**config.mk**
```make
export PLATFORM = sky130hd
export DESIGN_NAME = ahblite_slaveport_arbiter_flat
export DESIGN_NICKNAME = d
export VERILOG_FILES = /design/src/rtl/ahblite_slaveport_arbiter_if.sv /design/src/rtl/ahblite_slaveport_arbiter.sv /design/src/flat_wrapper.sv
export SDC_FILE = /design/constraint.sdc
export NUM_CORES = 1
export LEC_CHECK = 0
export CAP_MARGIN = 20
export CELL_PAD_IN_SITES_DETAIL_PLACEMENT = 0
export CELL_PAD_IN_SITES_GLOBAL_PLACEMENT = 2
export CORE_ASPECT_RATIO = 0.9
export CORE_MARGIN = 2
export CORE_UTILIZATION = 26
export CTS_CLUSTER_SIZE = 10
export DETAILED_ROUTE_END_ITERATION = 10
export PLACE_DENSITY_LB_ADDON = 0.2
export SLEW_MARGIN = 20
export SYNTH_ARGS = -nofsm -noshare
export SYNTH_HDL_FRONTEND = slang
export SYNTH_SLANG_ARGS = --single-unit
```
**constraint.sdc**
```tcl
create_clock -name HCLK -period 5.15 [get_ports HCLK]
set_input_delay 1.03 -clock HCLK [delete_from_list [all_inputs] [get_ports HCLK]]
set_output_delay 1.03 -clock HCLK [all_outputs]
set_load 0.05 [all_outputs]
```
**src/rtl/ahblite_slaveport_arbiter_if.sv**
```systemverilog
// Bus bundle between the masterport request side and one slaveport arbiter.
// The slave modport is the arbiter's view; the master modport is the driving side.
interface ahblite_slaveport_arbiter_if #(
  parameter int MASTER = 4,
  parameter int IDX_W  = (MASTER > 1) ? $clog2(MASTER) : 1
);
  logic [MASTER-1:0]      mst_HSEL_i;
  logic [MASTER-1:0][1:0] mst_HTRANS_i;
  logic [MASTER-1:0][2:0] mst_HBURST_i;
  logic [MASTER-1:0]      mst_HMASTLOCK_i;
  logic                   slv_HREADY_i;
  logic [MASTER-1:0]      mst_grant_o;
  logic [MASTER-1:0]      mst_dphase_o;
  logic [IDX_W-1:0]       owner_o;
  logic                   hold_o;

  modport slave (
    input  mst_HSEL_i,
    input  mst_HTRANS_i,
    input  mst_HBURST_i,
    input  mst_HMASTLOCK_i,
    input  slv_HREADY_i,
    output mst_grant_o,
    output mst_dphase_o,
    output owner_o,
    output hold_o
  );

  modport master (
    output mst_HSEL_i,
    output mst_HTRANS_i,
    output mst_HBURST_i,
    output mst_HMASTLOCK_i,
    output slv_HREADY_i,
    input  mst_grant_o,
    input  mst_dphase_o,
    input  owner_o,
    input  hold_o
  );
endinterface

```
**src/rtl/ahblite_slaveport_arbiter.sv**
```systemverilog
// Round-robin address-phase arbiter for one AHB-Lite slaveport, with burst/lock
// grant pinning and data-phase owner tracking.
module ahblite_slaveport_arbiter #(
  parameter int MASTER = 4,
  parameter int IDX_W  = (MASTER > 1) ? $clog2(MASTER) : 1
) (
  input  logic                      HCLK,
  input  logic                      HRESET,
  ahblite_slaveport_arbiter_if.slave bus
);

  localparam logic [1:0] HT_IDLE   = 2'b00;
  localparam logic [1:0] HT_BUSY   = 2'b01;
  localparam logic [1:0] HT_NONSEQ = 2'b10;

  localparam logic [2:0] HB_INCR   = 3'b001;
  localparam logic [2:0] HB_WRAP4  = 3'b010;
  localparam logic [2:0] HB_INCR4  = 3'b011;
  localparam logic [2:0] HB_WRAP8  = 3'b100;
  localparam logic [2:0] HB_INCR8  = 3'b101;
  localparam logic [2:0] HB_WRAP16 = 3'b110;
  localparam logic [2:0] HB_INCR16 = 3'b111;

  function automatic logic [4:0] burst_beats_m1(input logic [2:0] hburst);
    case (hburst)
      HB_INCR4, HB_WRAP4:   burst_beats_m1 = 5'd3;
      HB_INCR8, HB_WRAP8:   burst_beats_m1 = 5'd7;
      HB_INCR16, HB_WRAP16: burst_beats_m1 = 5'd15;
      default:              burst_beats_m1 = 5'd0;
    endcase
  endfunction

  logic [MASTER-1:0] req;
  logic [MASTER-1:0] grant;
  logic [IDX_W-1:0]  owner_q, owner_d;
  logic [4:0]        cnt_q, cnt_d;
  logic              hold_q, hold_d;
  logic [MASTER-1:0] dphase_q, dphase_d;

  logic       own_sel;
  logic       own_lock;
  logic [1:0] own_trans;
  logic [2:0] own_burst;
  logic       acc;
  logic       burst_hold, incr_hold, lock_hold;
  logic       arb_en;

  always_comb begin
    req = '0;
    for (int m = 0; m < MASTER; m++) begin
      req[m] = bus.mst_HSEL_i[m] & bus.mst_HTRANS_i[m][1];
    end
  end

  always_comb begin
    grant = '0;
    grant[owner_q] = 1'b1;
  end

  // Only the current owner's control signals steer counter and hold.
  assign own_sel   = bus.mst_HSEL_i[owner_q];
  assign own_lock  = bus.mst_HMASTLOCK_i[owner_q];
  assign own_trans = bus.mst_HTRANS_i[owner_q];
  assign own_burst = bus.mst_HBURST_i[owner_q];

  // A transfer is accepted when the owner requests (HSEL with NONSEQ/SEQ) and
  // HREADY is high at the same edge; while HREADY is low nothing advances.
  assign acc = bus.slv_HREADY_i & req[owner_q];

  always_comb begin
    cnt_d      = cnt_q;
    hold_d     = hold_q;
    dphase_d   = dphase_q;
    burst_hold = 1'b0;
    incr_hold  = 1'b0;
    lock_hold  = 1'b0;
    if (bus.slv_HREADY_i) begin
      if (acc) begin
        if (own_trans == HT_NONSEQ) begin
          cnt_d = burst_beats_m1(own_burst);
        end else begin
          cnt_d = (cnt_q == 5'd0) ? 5'd0 : cnt_q - 5'd1;
        end
      end else if (!(own_sel && own_trans == HT_BUSY)) begin
        // IDLE (or owner gone) ends the burst early.
        cnt_d = 5'd0;
      end
      burst_hold = (cnt_d != 5'd0);
      incr_hold  = own_sel && (own_burst == HB_INCR) && (own_trans != HT_IDLE);
      lock_hold  = own_lock;
      hold_d     = burst_hold | incr_hold | lock_hold;
      dphase_d   = acc ? grant : '0;
    end
  end

  assign arb_en = bus.slv_HREADY_i & ~hold_d;

  if (MASTER == 1) begin : g_single
    always_comb owner_d = '0;
  end else begin : g_rr
    logic             found;
    logic [IDX_W-1:0] cand;

    // Scan owner+1 .. owner+MASTER so the current owner has lowest priority.
    always_comb begin
      owner_d = owner_q;
      found   = 1'b0;
      cand    = '0;
      if (arb_en) begin
        for (int i = 1; i <= MASTER; i++) begin
          cand = IDX_W'((int'(owner_q) + i) % MASTER);
          if (!found && req[cand]) begin
            owner_d = cand;
            found   = 1'b1;
          end
        end
      end
    end
  end

  always_ff @(posedge HCLK) begin
    if (HRESET) begin
      owner_q  <= '0;
      cnt_q    <= 5'd0;
      hold_q   <= 1'b0;
      dphase_q <= '0;
    end else begin
      owner_q  <= owner_d;
      cnt_q    <= cnt_d;
      hold_q   <= hold_d;
      dphase_q <= dphase_d;
    end
  end

  assign bus.mst_grant_o  = grant;
  assign bus.mst_dphase_o = dphase_q;
  assign bus.owner_o      = owner_q;
  assign bus.hold_o       = hold_q;

endmodule

```
**src/flat_wrapper.sv**
```systemverilog
// flat-port wrapper written by rule: the top's interface ports become plain ports
module ahblite_slaveport_arbiter_flat 
#(
  parameter int MASTER = 4,
  parameter int IDX_W  = (MASTER > 1) ? $clog2(MASTER) : 1
)
  (HCLK, HRESET, bus_mst_HSEL_i, bus_mst_HTRANS_i, bus_mst_HBURST_i, bus_mst_HMASTLOCK_i, bus_slv_HREADY_i, bus_mst_grant_o, bus_mst_dphase_o, bus_owner_o, bus_hold_o);
  ahblite_slaveport_arbiter_if #(.MASTER(MASTER), .IDX_W(IDX_W)) bus_i ();
  input  logic HCLK;
  input  logic HRESET;
  input wire logic [$bits(bus_i.mst_HSEL_i)-1:0] bus_mst_HSEL_i;
  input wire logic [$bits(bus_i.mst_HTRANS_i)-1:0] bus_mst_HTRANS_i;
  input wire logic [$bits(bus_i.mst_HBURST_i)-1:0] bus_mst_HBURST_i;
  input wire logic [$bits(bus_i.mst_HMASTLOCK_i)-1:0] bus_mst_HMASTLOCK_i;
  input wire logic [$bits(bus_i.slv_HREADY_i)-1:0] bus_slv_HREADY_i;
  output wire logic [$bits(bus_i.mst_grant_o)-1:0] bus_mst_grant_o;
  output wire logic [$bits(bus_i.mst_dphase_o)-1:0] bus_mst_dphase_o;
  output wire logic [$bits(bus_i.owner_o)-1:0] bus_owner_o;
  output wire logic [$bits(bus_i.hold_o)-1:0] bus_hold_o;
  assign bus_i.mst_HSEL_i = bus_mst_HSEL_i;
  assign bus_i.mst_HTRANS_i = bus_mst_HTRANS_i;
  assign bus_i.mst_HBURST_i = bus_mst_HBURST_i;
  assign bus_i.mst_HMASTLOCK_i = bus_mst_HMASTLOCK_i;
  assign bus_i.slv_HREADY_i = bus_slv_HREADY_i;
  assign bus_mst_grant_o = bus_i.mst_grant_o;
  assign bus_mst_dphase_o = bus_i.mst_dphase_o;
  assign bus_owner_o = bus_i.owner_o;
  assign bus_hold_o = bus_i.hold_o;
  ahblite_slaveport_arbiter #(.MASTER(MASTER), .IDX_W(IDX_W)) u_core (.HCLK(HCLK), .HRESET(HRESET), .bus(bus_i));
endmodule
```
==> results of run 1 <==
layout by cell type, fill, tap and decap left out, types with 2 or more instances in the layout:
| master | count |
|---|---|
| clkdlybuf4s50_1 | 41 |
| o21ai_0 | 9 |
| nand3_1 | 5 |
| nand2b_1 | 3 |
| a31oi_1 | 2 |
| inv_1 | 8 |
| and3_1 | 2 |
| ha_1 | 5 |
| a21oi_1 | 10 |
| nor2_1 | 16 |
| mux4_2 | 5 |
| mux4_1 | 3 |
| dfxtp_1 | 12 |
| nand2_1 | 8 |
| a22oi_1 | 4 |
| nor3_1 | 3 |
| clkbuf_8 | 3 |
| a211oi_1 | 3 |
metal layers:
layer	vias to the layer above	routed length, um	global-route usage (%)
met5	-	0	0
met4	0	38	4.01
met3	4	81	2.15
met2	15	1440	24.1
met1	525	1440	16.8
li1	547	-	-
power groups by stage:
stage,clock network (mW),logic (mW),registers [mW]
2_1_floorplan,0,0.0805,0.111
3_5_place_dp,0,0.127,0.108
6_report,0.0823,0.127,0.106
5_1_grt,0.0899,0.137,0.107
3_3_place_gp,0,0.127,0.108
4_1_cts,0.0859,0.127,0.106
cell type report:
cell class	count	area, sq um
Sequential cell	12	240
Fill cell	411	2490
Inverter	8	30.0
Clock buffer	3	41.3
Tap cell	48	60.1
Multi-Input combinational cell	99	772
Timing Repair Buffer	41	410
kinds of logic (layout without fill, tap and decap cells):
| logic type | Yosys count | count (layout) | share of synthesized area, % |
|---|---|---|---|
| buffers and inverters | 14 | 52 | 6.37 |
| multiplexers | 11 | 11 | 21.1 |
| AND/OR/NAND/NOR | 46 | 46 | 21.3 |
| flip-flops | 12 | 12 | 22.2 |
| AO/OA/AOI/OAI | 37 | 37 | 23.3 |
| adder cells (fa/ha/maj) | 5 | 5 | 5.79 |
sequential cells by signal, indices dropped and copies added (netlist names):
name	flops
u_core.bus.hold_o	1
u_core.bus.mst_dphase_o	4
u_core.bus.owner_o	2
u_core.cnt_q	5
path summary, 6_finish.rpt:
kind | from | endpoint | cells after the start
max | u_core.bus.owner_o[0]$_SDFFE_PP0P_ | bus_mst_grant_o[0] | 3
max reg2reg | u_core.bus.owner_o[0]$_SDFFE_PP0P_ | u_core.bus.owner_o[0]$_SDFFE_PP0P_ | 7
min reg2reg | u_core.bus.hold_o$_SDFF_PP0_ | u_core.bus.hold_o$_SDFF_PP0_ | 2
min | u_core.bus.hold_o$_SDFF_PP0_ | u_core.bus.hold_o$_SDFF_PP0_ | 2
worst register-to-register path: cells and delay by family, from the launching register on:
| family | cells | cell delay (ns) |
|---|---|---|
| multiplexers | 2 | 1.01 |
| flip-flops | 1 | 0.82 |
| AO/OA/AOI/OAI | 2 | 0.28 |
| AND/OR/NAND/NOR | 3 | 0.86 |
==> flow_summary.toml, run 1 <==
[outcome]
status = "completed"

[synthesis]
synth_common_cells = "nor2_1, dfxtp_1, a21oi_1"
synth_top_cell_area_share_pct = 22.2
yosysMostFrequentCell = "nor2_1"
netlist_instances = 125
synthTopCellsByArea = "dfxtp_1, mux4_2, mux4_1"
async_flop_share_pct = 0
ys.warnings.count = 0
synth_top_area_cell = "dfxtp_1"
ys_ff_latch = 12
yosysUniqueCellTypes = 40
synth_nets = 161
ys_seq_area_share_pct = 22.2
syn_area_sq_um = 1080
synth_edf_count = 0
synth.avg_cell_area_sq_um = 8.65
synth_ff_type = "dfxtp_1"

[floorplan]
die_w_um = 72.0
fp-row-count = 22
die_h_um = 65.2
initial_core_util_pct = 26.7
die-area_sq_um = 4690
io_pins = 42
floorplan.core_area_sq_um = 4050

[clock_network]
clock_path_buffers = 2
clock_latency_ns = 0.24
post_cts_resized = 0
clock-sinks = 12
holdBufCountCts = 0
clkTransAtPathRegs_ns = 0.05
postCtsSetupRepairBufs = 0
cts_tree = "yes"
numCtsBuffers = 3
ctsHtreeMaxLevel = 1
root_buffer = "clkbuf_8"

[placement]
placed_area_sq_um = 1510
dp_cells = 208
io_buffers = 41
place_congestion = 0.799
hpwl_mm = 2.49
pre_cts_slack_ns = 1.65

[route]
wirelength_mm = 3.00
detail-route-antenna-nets = 0
drtPass1Iterations = 4
num_vias = 1091
route.detailed.drc = 0
drtIter0Drc = 30
via_per_inst = 5.17
wl_per_cell_um = 14.2

[power]
p_int_mw = 0.211
p_seq_share_pct = 33.6
finalPower_mw = 0.315
pwr-share-comb_pct = 40.3
clockPowerShare_pct = 26.1
sw_frac_of_total_pct = 33.0
ir_drop_uv = 77.2
powerDensity_nw_per_um2 = 203
switchingPower_mw = 0.104
p_leak_nw = 0.575

[sta]
finalHoldViolCount = 0
rsz0062_at_grt = "no"
worstMarginPinSlew_ns = 0.786
skew_ns = 0.00193
min_period_ns = 3.34
period_share_pct = 64.8
setup_viol = 0
tns_ns = 0
slew_viol_final = 0
hold-worst-slack_ns = 0.481
slew_headroom_pct = 47.5
setup_slack_ns = 1.81
max_freq_mhz = 300

[critical_path]
path_class = "reg -> out"
required_ns = 4.12
critical_path_buf_inv_count = 2
worstPathMaxFanout = 19
critPathLaunchType = "register"
worst-endpoint-arrival_ns = 2.31
critPathMaxStageDelay_ns = 0.82
end_kind = "primary output"
crit_chain = "inv_1, ha_1, clkdlybuf4s50_1"
reg2reg_slack_ns = 2.11
worst_path_max_delay_cell = "dfxtp_1"
critPathTopFamily = "buffers and inverters"

[global_route]
grtUsageTotal_pct = 13.5
grt_first_pass_wirelength_mm = 5.05
grt_max_degree = 20
grt-ovfl-total = 0
grt_pass1_vias = 1108
grt_antenna_before_repair = 0

[final_layout]
final_core_util_pct = 38.4
final_layout_size_suffix_gt1_share_pct = 8.59
diodes = 0
area_growth_pct = 43.7
final_cell_count_no_fill = 211
num-nets-final = 201
final_area_sq_um = 1550

[flow_run]
cap_violations = 0

[worst_hold_path]
hold_class = "reg -> reg"
No activity file was read; power rests on OpenSTA's default activity.
==> run 2, diff against run 1 <==
Settings changed: CORE_UTILIZATION 26 to 22.
Clock period 5.15 ns to 3 ns, I/O delays scaled along.
==> run 2 against run 1 <==
  * Flip-flop and latch count unchanged
  * Worst setup slack got worse by 1.6 ns
  * Largest cell class unchanged
  * Global-route usage decreased by 1.2 points
  * Utilization decreased by 2.4 points
  * Largest power group unchanged
  * Count of clock-buffer cells in the layout increased by 1
==> flow_summary.toml, run 2 (same netlist as run 1, synthesis figures left out) <==
[outcome]
status = "completed"

[critical_path]
crit_start = "bus_mst_HTRANS_i[5]"
worst_r2r_startpoint = "u_core.bus.owner_o[0]$_SDFFE_PP0P_"
worst-endpoint-arrival_ns = 2.94
end_kind = "register"
worstPathMaxFanout = 8
required_ns = 3.15
worst_path_max_delay_cell = "mux4_2"
critical_path_buf_inv_count = 1
critPathLaunchType = "primary input"
critPathTopFamily = "simple AND/OR/NAND/NOR gates"
crit_chain = "clkdlybuf4s50_1, mux4_2, nor2b_4, and3_1, o21ai_0, nand3_1, or4_1, a21oi_1"
path_class = "in -> reg"
critPathMaxStageDelay_ns = 0.51

[global_route]
grtUsageTotal_pct = 12.4
grt_first_pass_wirelength_mm = 5.55
grt_pass1_vias = 1221
grt-ovfl-total = 0
grt_max_degree = 15
grt_antenna_before_repair = 0

[worst_hold_path]
hold_class = "reg -> reg"
min_from = "u_core.bus.hold_o$_SDFF_PP0_"

[route]
wl_per_cell_um = 13.1
num_vias = 1151
drtIter0Drc = 86
route.detailed.drc = 0
via_per_inst = 4.68
drtPass1Iterations = 4
detail-route-antenna-nets = 0
wirelength_mm = 3.22

[final_layout]
final_layout_size_suffix_gt1_share_pct = 18.2
ff_latch_area_sq_um = 241
num-nets-final = 218
mostFrequentLayoutCells = "clkdlybuf4s50_1, buf_4, nor2_1"
multi_input_area_sq_um = 772
final_cell_count_no_fill = 246
diodes = 0
area_growth_pct = 58.9
largest_reg_flops = 5
nFillCells = 484
top_register = "u_core.cnt_q"
layout_commonest_cell = "clkdlybuf4s50_1"

[sta]
tns_ns = 0
finalHoldViolCount = 0
setup_viol = 0
min_period_ns = 2.78
skew_ns = 0.00453
slew_headroom_pct = 64.8
period_share_pct = 92.8
max_freq_mhz = 359
worstMarginPinSlew_ns = 0.527
setup_slack_ns = 0.217
rsz0062_at_grt = "no"
slew_viol_final = 0
hold-worst-slack_ns = 0.493

[placement]
place_congestion = 0.801
dp_cells = 242
pre_cts_slack_ns = -0.0417
io_buffers = 41
hpwl_mm = 2.76

[floorplan]
io_pins = 42
initial_core_util_pct = 22.6
fp-row-count = 24
floorplan.core_area_sq_um = 4770
die_h_um = 70.5
die_w_um = 77.9
die-area_sq_um = 5490

[clock_network]
clkTransAtPathRegs_ns = 0.05
cts_tree = "yes"
root_buffer = "clkbuf_8"
clock_latency_ns = 0.24
numCtsBuffers = 3
ctsHtreeMaxLevel = 1
clock-sinks = 12
clock_path_buffers = 2

[power]
ir_drop_uv = 138
p_leak_nw = 0.666
powerDensity_nw_per_um2 = 347

[flow_run]
cap_violations = 0
==> run 2: changes by cell type in the layout (fill, tap and decap cells not counted) <==
cell,previous run,this run
buf_4,0,17
clkbuf_8,3,4
dfxtp_1,12,11
dfxtp_2,0,1
==> run 2: what timing repair did <==
item                                    4_1_cts  5_1_grt
hold buffers                                  0        0
endpoints found under the setup margin        0        3
buffers inserted                              0        0
gates resized for setup                       0        1
==> run 2: path summary, 6_finish.rpt <==
check	endpoint	cells after the start	slack (ns)
worst min register to register	u_core.bus.hold_o$_SDFF_PP0_	2	0.49
worst max register to register	u_core.bus.owner_o[0]$_SDFFE_PP0P_	7	0.35
worst min-delay path	u_core.bus.hold_o$_SDFF_PP0_	2	0.49
worst max-delay path	u_core.bus.owner_o[0]$_SDFFE_PP0P_	8	0.22
==> run 2: worst min-delay path: cells and delay by family (launching register included) <==
family	cells	cell delay, ns
AND/OR/NAND/NOR	2	0.14
flip-flops	1	0.31
==> run 2: per-layer routing <==
metal / routed length [um] / up-vias / track usage [%]
met4: 0 / 0 / 1.17
met5: 0 / - / 0
li1: - / 584 / -
met1: 1520 / 554 / 16.0
met2: 1640 / 13 / 22.2
met3: 62 / 0 / 2.33
==> run 2: through the flow <==
stage                     util, %  power (mW)  cell area, sq um
final                        36.0       0.596              1720
after detailed placement     34.8       0.428              1660
after global routing         36.0       0.634              1720
after global placement       34.8       0.428              1660
after floorplan                 -       0.329              1080
after CTS                    36.0       0.604              1720
==> run 2: layout make-up <==
cell class                 count  share of cell area, %
clock buffer                   4                   3.20
multi-input combinational     99                   44.9
sequential                    12                   14.1
tap                           65                   4.73
timing repair buffer          58                   31.3
inverter                       8                   1.75
==> run 2: report_power, final <==
part | switching, mW | internal (mW) | leakage, nW
clock | 0.0574 | 0.116 | 0.0288
combinational | 0.115 | 0.127 | 0.539
sequential | 0.0138 | 0.167 | 0.0981
==> run 3, diff against run 2 <==
Settings changed: CAP_MARGIN 20 to not set.
==> results of run 3 <==
The final DEF is identical to that of run 2; final timing and power are the same.
